`src/rtl/line_packer_pkg.sv`:
```
// Shared constants and state encoding for the line packer.
package line_packer_pkg;

  localparam logic [15:0] HDR_MAGIC_DEF  = 16'hA5A5;
  localparam logic [15:0] TRL_MAGIC      = 16'h5A5A;
  localparam int          WORDS_PER_BEAT = 4;

  typedef logic [2:0] state_t;

  localparam state_t ST_IDLE   = 3'd0;
  localparam state_t ST_HEADER = 3'd1;
  localparam state_t ST_PACK   = 3'd2;
  localparam state_t ST_PAD    = 3'd3;
  localparam state_t ST_DROP   = 3'd4;

endpackage

```
`src/rtl/lp_pix_pair.sv`:
```
// Packs pairs of 16-bit pixels into 32-bit words; a final odd pixel is
// flushed alone with the upper half zeroed. word_vld is a one-cycle pulse.
module lp_pix_pair
  import line_packer_pkg::*;
(
  input  logic        clk,
  input  logic        srst,
  input  logic        clr,
  input  logic        pix_vld,
  input  logic        pix_last,
  input  logic [15:0] pix_data,
  output logic [31:0] word,
  output logic        word_vld
);

  logic        half_q, half_d;
  logic [15:0] low_q, low_d;
  logic [31:0] word_q, word_d;
  logic        vld_q, vld_d;

  always_comb begin
    half_d = half_q;
    low_d  = low_q;
    word_d = word_q;
    vld_d  = 1'b0;
    if (clr) begin
      half_d = 1'b0;
      low_d  = '0;
    end else if (pix_vld) begin
      if (half_q) begin
        word_d = {pix_data, low_q};
        vld_d  = 1'b1;
        half_d = 1'b0;
      end else if (pix_last) begin
        word_d = {16'h0000, pix_data};
        vld_d  = 1'b1;
      end else begin
        low_d  = pix_data;
        half_d = 1'b1;
      end
    end
  end

  always_ff @(posedge clk) begin
    if (srst) begin
      half_q <= 1'b0;
      low_q  <= '0;
      word_q <= '0;
      vld_q  <= 1'b0;
    end else begin
      half_q <= half_d;
      low_q  <= low_d;
      word_q <= word_d;
      vld_q  <= vld_d;
    end
  end

  assign word     = word_q;
  assign word_vld = vld_q;

endmodule

```
`src/rtl/line_packer.sv`:
```
// Packs 16-bit scanner pixels into 32-bit FIFO words with a per-line header,
// 4-word alignment padding and line dropping. LINE_PACKER_TRAILER_EN adds a checksum trailer.
module line_packer
  import line_packer_pkg::*;
#(
  parameter logic [15:0] HDR_MAGIC = HDR_MAGIC_DEF,
  parameter logic [11:0] AFULL_THR = 12'd3584,
  parameter logic [11:0] OVF_THR   = 12'd4092
) (
  input  logic        CLK,
  input  logic        SRST,
  input  logic        ENABLE,
  input  logic [15:0] LINE_LEN,
  input  logic        LINE_START,
  input  logic [15:0] PIX_DATA,
  input  logic        PIX_DV,
  input  logic [11:0] WR_CNT,
  output logic [31:0] FIFO_DIN,
  output logic        FIFO_DIN_DV,
  output logic [15:0] LINE_CNT,
  output logic [15:0] DROP_CNT,
  output logic        OVF,
  output logic        BUSY,
  output state_t      dbg_state
);

  // Write interface: FIFO_DIN_DV is a one-cycle strobe per word with no
  // backpressure; FIFO_DIN is meaningful only while DV is high and holds otherwise.

  state_t      state_q, state_d;
  logic [15:0] len_q, len_d;
  logic [15:0] pix_cnt_q, pix_cnt_d;
  logic [1:0]  word_cnt_q, word_cnt_d;
  logic [15:0] line_cnt_q, line_cnt_d;
  logic [15:0] drop_cnt_q, drop_cnt_d;
  logic        ovf_q, ovf_d;
  logic [31:0] fifo_din_q, fifo_din_d;
  logic        fifo_dv_q, fifo_dv_d;

  logic        wr;
  logic [31:0] wr_data;
  logic        pix_take;
  logic        pix_last;
  logic [31:0] pair_word;
  logic        pair_vld;
  logic        trl_pend;
  logic [31:0] trl_word;

  // Pixels count only while a line is open and until LINE_LEN is reached.
  assign pix_take = PIX_DV && (pix_cnt_q != len_q) &&
                    ((state_q == ST_HEADER) || (state_q == ST_PACK) || (state_q == ST_DROP));
  assign pix_last = (pix_cnt_q + 16'd1) == len_q;

  lp_pix_pair u_pair (
    .clk      (CLK),
    .srst     (SRST),
    .clr      (state_q == ST_IDLE),
    .pix_vld  (pix_take && (state_q != ST_DROP)),
    .pix_last (pix_last),
    .pix_data (PIX_DATA),
    .word     (pair_word),
    .word_vld (pair_vld)
  );

`ifdef LINE_PACKER_TRAILER_EN
  logic [15:0] sum_q, sum_d;
  logic        trl_pend_q, trl_pend_d;
  logic        trl_wr;

  assign trl_wr = (state_q == ST_PAD) && trl_pend_q;

  always_comb begin
    sum_d      = sum_q;
    trl_pend_d = trl_pend_q;
    if (state_q == ST_IDLE) begin
      sum_d      = '0;
      trl_pend_d = 1'b1;
    end else begin
      if (pix_take) sum_d = sum_q + PIX_DATA;
      if (trl_wr) trl_pend_d = 1'b0;
    end
  end

  always_ff @(posedge CLK) begin
    if (SRST) begin
      sum_q      <= '0;
      trl_pend_q <= 1'b0;
    end else begin
      sum_q      <= sum_d;
      trl_pend_q <= trl_pend_d;
    end
  end

  assign trl_pend = trl_pend_q;
  assign trl_word = {TRL_MAGIC, sum_q};
`else
  assign trl_pend = 1'b0;
  assign trl_word = '0;
`endif

  always_comb begin
    state_d    = state_q;
    len_d      = len_q;
    pix_cnt_d  = pix_cnt_q;
    word_cnt_d = word_cnt_q;
    line_cnt_d = line_cnt_q;
    drop_cnt_d = drop_cnt_q;
    ovf_d      = ovf_q;
    fifo_din_d = fifo_din_q;
    wr         = 1'b0;
    wr_data    = '0;

    case (state_q)
      ST_IDLE: begin
        pix_cnt_d  = '0;
        word_cnt_d = '0;
        if (LINE_START && ENABLE) begin
          len_d = LINE_LEN;
          if (WR_CNT > AFULL_THR) begin
            state_d = ST_DROP;
            if (drop_cnt_q != 16'hFFFF) drop_cnt_d = drop_cnt_q + 16'd1;
          end else begin
            state_d = ST_HEADER;
          end
        end
      end
      ST_HEADER: begin
        wr         = 1'b1;
        wr_data    = {HDR_MAGIC, line_cnt_q};
        line_cnt_d = line_cnt_q + 16'd1;
        state_d    = (len_q == 16'd0) ? ST_PAD : ST_PACK;
      end
      ST_PACK: begin
        if (pair_vld) begin
          wr      = 1'b1;
          wr_data = pair_word;
          // The last word of the line is the one emitted once every pixel is in.
          if (pix_cnt_q == len_q) state_d = ST_PAD;
        end
      end
      ST_PAD: begin
        if (trl_pend) begin
          wr      = 1'b1;
          wr_data = trl_word;
        end else if (word_cnt_q != 2'd0) begin
          wr      = 1'b1;
          wr_data = 32'h0;
        end
        if (!wr || (word_cnt_q == 2'(WORDS_PER_BEAT - 1))) state_d = ST_IDLE;
      end
      ST_DROP: begin
        if ((len_q == 16'd0) || (pix_take && pix_last)) state_d = ST_IDLE;
      end
      default: state_d = ST_IDLE;
    endcase

    if (pix_take) pix_cnt_d = pix_cnt_q + 16'd1;
    if (wr) begin
      word_cnt_d = word_cnt_q + 2'd1;
      fifo_din_d = wr_data;
      if (WR_CNT >= OVF_THR) ovf_d = 1'b1;
    end
    fifo_dv_d = wr;
  end

  always_ff @(posedge CLK) begin
    if (SRST) begin
      state_q    <= ST_IDLE;
      len_q      <= '0;
      pix_cnt_q  <= '0;
      word_cnt_q <= '0;
      line_cnt_q <= '0;
      drop_cnt_q <= '0;
      ovf_q      <= 1'b0;
      fifo_din_q <= '0;
      fifo_dv_q  <= 1'b0;
    end else begin
      state_q    <= state_d;
      len_q      <= len_d;
      pix_cnt_q  <= pix_cnt_d;
      word_cnt_q <= word_cnt_d;
      line_cnt_q <= line_cnt_d;
      drop_cnt_q <= drop_cnt_d;
      ovf_q      <= ovf_d;
      fifo_din_q <= fifo_din_d;
      fifo_dv_q  <= fifo_dv_d;
    end
  end

  assign FIFO_DIN    = fifo_din_q;
  assign FIFO_DIN_DV = fifo_dv_q;
  assign LINE_CNT    = line_cnt_q;
  assign DROP_CNT    = drop_cnt_q;
  assign OVF         = ovf_q;
  assign BUSY        = (state_q != ST_IDLE);
  assign dbg_state   = state_q;

endmodule
```
`config.mk`:
```
export PLATFORM = sky130hd
export DESIGN_NAME = line_packer
export DESIGN_NICKNAME = d
export VERILOG_FILES = /design/src/rtl/line_packer_pkg.sv /design/src/rtl/lp_pix_pair.sv /design/src/rtl/line_packer.sv
export SDC_FILE = /design/constraint.sdc
export NUM_CORES = 1
export LEC_CHECK = 0
export CAP_MARGIN = 40
export CORE_MARGIN = 2
export CORE_UTILIZATION = 40
export CTS_CLUSTER_SIZE = 16
export DETAILED_ROUTE_END_ITERATION = 8
export PLACE_DENSITY = 0.76
export SETUP_SLACK_MARGIN = 0.3
export SLEW_MARGIN = 30
export SYNTH_ARGS = -nofsm -noshare
export SYNTH_HDL_FRONTEND = slang
export SYNTH_SLANG_ARGS = --single-unit
```
`constraint.sdc`:
```
create_clock -name CLK -period 3.32 [get_ports CLK]
set_clock_uncertainty 0.05 [all_clocks]
set_input_delay 0.664 -clock CLK [delete_from_list [all_inputs] [get_ports CLK]]
set_output_delay 0.664 -clock CLK [all_outputs]
set_load 0.03 [all_outputs]
```
==> flow_summary.toml <==
[run_status]
status = "complete, no violations"

[synth]
async_flop_share = 0
synth.area.top_cells = "dfxtp_1, a21oi_1, nor2_1"
yosysMostFrequentCell = "dfxtp_1"
netlist.area_leader.share = 0.462
synth_common_cells = "dfxtp_1, nor2_1, a21oi_1"
ys_seq_area_frac = 0.462
syn_avg_cell_area_sq_um = 8.76
synth_edf_count = 0
yosys_warnings = 0
syn-cell-area_sq_um = 6630
synth_top_area_cell = "dfxtp_1"
syn_nets = 810
yosys_register_bits = 153
syn_inst = 757
synth_ff_type = "dfxtp_1"
synth_cell_types = 52

[grt]
grt_max_degree = 53
antenna_found_initial = 0
grt_usage = 0.204
grt.overflow.total = 0
grt_pass1_vias = 5848
grt_pass1_wl_microns = 29400

[critical_path]
cp.arrival_ns = 3.21
path_max_fanout = 17
path_class = "reg -> reg"
rr_worst_depth = 8
start_kind = "register"
setup.worst_path.end_class = "register"
worstPathRequired_ns = 3.58

[cts]
clk-insertion-delay-late_ns = 0.42
clockRootBuffer = "clkbuf_16"
cts_buffer_depth = 2
cts_sinks = 153
numCtsBuffers = 17
hold_buffers = 0
cts.clk_slew.worst_paths_ns = 0.07
htree_num_levels = 4
cts_tree = "done"

[power]
p_total_mw = 4.48
power_density_nw_per_um2 = 514
p_leak_nw = 2.99
peakVddDrop_mv = 0.410

[placed_design]
placed_area_sq_um = 8020
place.gp.congestion = 0.942
numPlacedInstances = 1058
port-buffer-count = 118
hpwl_microns = 12300

[floorplanning]
row_count = 47
fp.dieW_microns = 133
die_area_sq_um = 17600
pin_count = 119
placeableCoreArea_sq_um = 16400
start_util = 0.404
die_h_microns = 133

[layout]
postLayoutCellArea_sq_um = 8710
fin_nets = 915
instances_no_fill = 1094
area_growth_pct = 31.4
antennaDiodeCount = 0
nFillCells = 1477
drive_gt1_frac = 0.0973

[job]
drv_cap = 0

[hold_path]
hold_path_depth = 2
hold_path_class = "reg -> reg"

[timing]
min_period_ns = 2.95
finalSetupTns_ns = 0
slew_headroom = 0.520
fmax_mhz = 339
setup_viol = 0
finalCritPeriodShare = 0.888
slew_violations = 0
finalHoldViolations = 0
rsz0062_at_grt = "no"
tightest_slew_ns = 0.713
hold_slack_ns = 0.422

[routing]
drc = 0
viasPerCell = 5.48
drt-total-wl_microns = 18100
detail_route.first_pass.iterations = 5
antenna_left = 0
num_vias = 5993
drt_iter0_drc = 504
wire_per_inst_microns = 16.5
[registers in the layout, summed over array words and instances (netlist names), 3 cells and up]
register	count
pix_cnt_q	16
u_pair.word	32
len_q	16
dbg_state	3
FIFO_DIN	32
DROP_CNT	16
LINE_CNT	16
u_pair.low_q	16
[critical path, cell delays in order (launching register included)]
cell and delay, ns:
dfxtp_4 0.37, buf_4 0.13, xor2_1 0.18, or4_1 0.46, or4_1 0.61, o211a_1 0.35, and2_1 0.40, nand3_1 0.20
a21oi_1 0.09
[metal layers]
metal / share of wire / track usage / vias up
li1: - / - / 2940
met1: 0.44 / 0.262 / 2866
met5: 0 / 0 / -
met3: 0.054 / 0.0429 / 25
met2: 0.49 / 0.348 / 162
met4: 0.016 / 0.0568 / 0
[per-stage QoR]
step | util | setup slack [ns]
4_1_cts | 0.526 | 0.313
6_report | 0.531 | 0.371
5_1_grt | 0.531 | 0.304
2_1_floorplan | - | 0.309
3_5_place_dp | 0.489 | 0.157
3_3_place_gp | 0.489 | 0.187
[cell families after synthesis]
logic type,share of synthesized area
adders and majority gates,0.00755
AOI/OAI and AO/OA,0.192
xor gates and xnor gates,0.0726
muxes,0.0257
DFF,0.462
buffers and inverters,0.0428
and+or+nand+nor,0.197
[final cells by class]
cell class              instances  area (sq um)  share of cell area
inverters                      12          45.0             0.00517
clock buffers                  17           425              0.0488
multi-input cells             536          3330               0.383
well taps                     220           275              0.0316
clock inverters                14           176              0.0202
flip-flops and latches        153          3080               0.354
repair buffers                142          1370               0.158
[path summary, 6_finish.rpt]
kind / slack (ns) / from / end
worst min-delay path: 0.42 / word_cnt_q[0] / word_cnt_q[0]
worst max register to register: 0.37 / pix_cnt_q[0] / u_pair.low_q[13]
worst min register to register: 0.42 / word_cnt_q[0] / word_cnt_q[0]
worst max-delay path: 0.37 / pix_cnt_q[0] / u_pair.low_q[13]
[report_power, final]
part | internal, mW | total [mW] | leakage [nW] | switching, mW
combinational | 0.223 | 0.561 | 1.45 | 0.338
clock | 1.14 | 2.00 | 0.295 | 0.855
sequential | 1.87 | 1.92 | 1.24 | 0.0476
total | 3.24 | 4.48 | 2.99 | 1.24
[layout by cell type (no fill, tap or decap), types with 18 or more instances in the layout]
cell,instances
clkdlybuf4s50_1,117
nand3_1,32
a211oi_1,18
dfxtp_1,143
xnor2_1,25
xor2_1,30
nand2_1,63
nand4_1,19
nor2_1,82
a21oi_1,72
buf_4,21
o21ai_0,31
[timing repair]
action,in CTS,in global routing
pin swaps,1,11
setup buffers,0,3
gates cloned,0,2
gates resized for setup,5,19
endpoints found under the setup margin,35,50
Note: power is estimated with default switching activity, not from simulation.
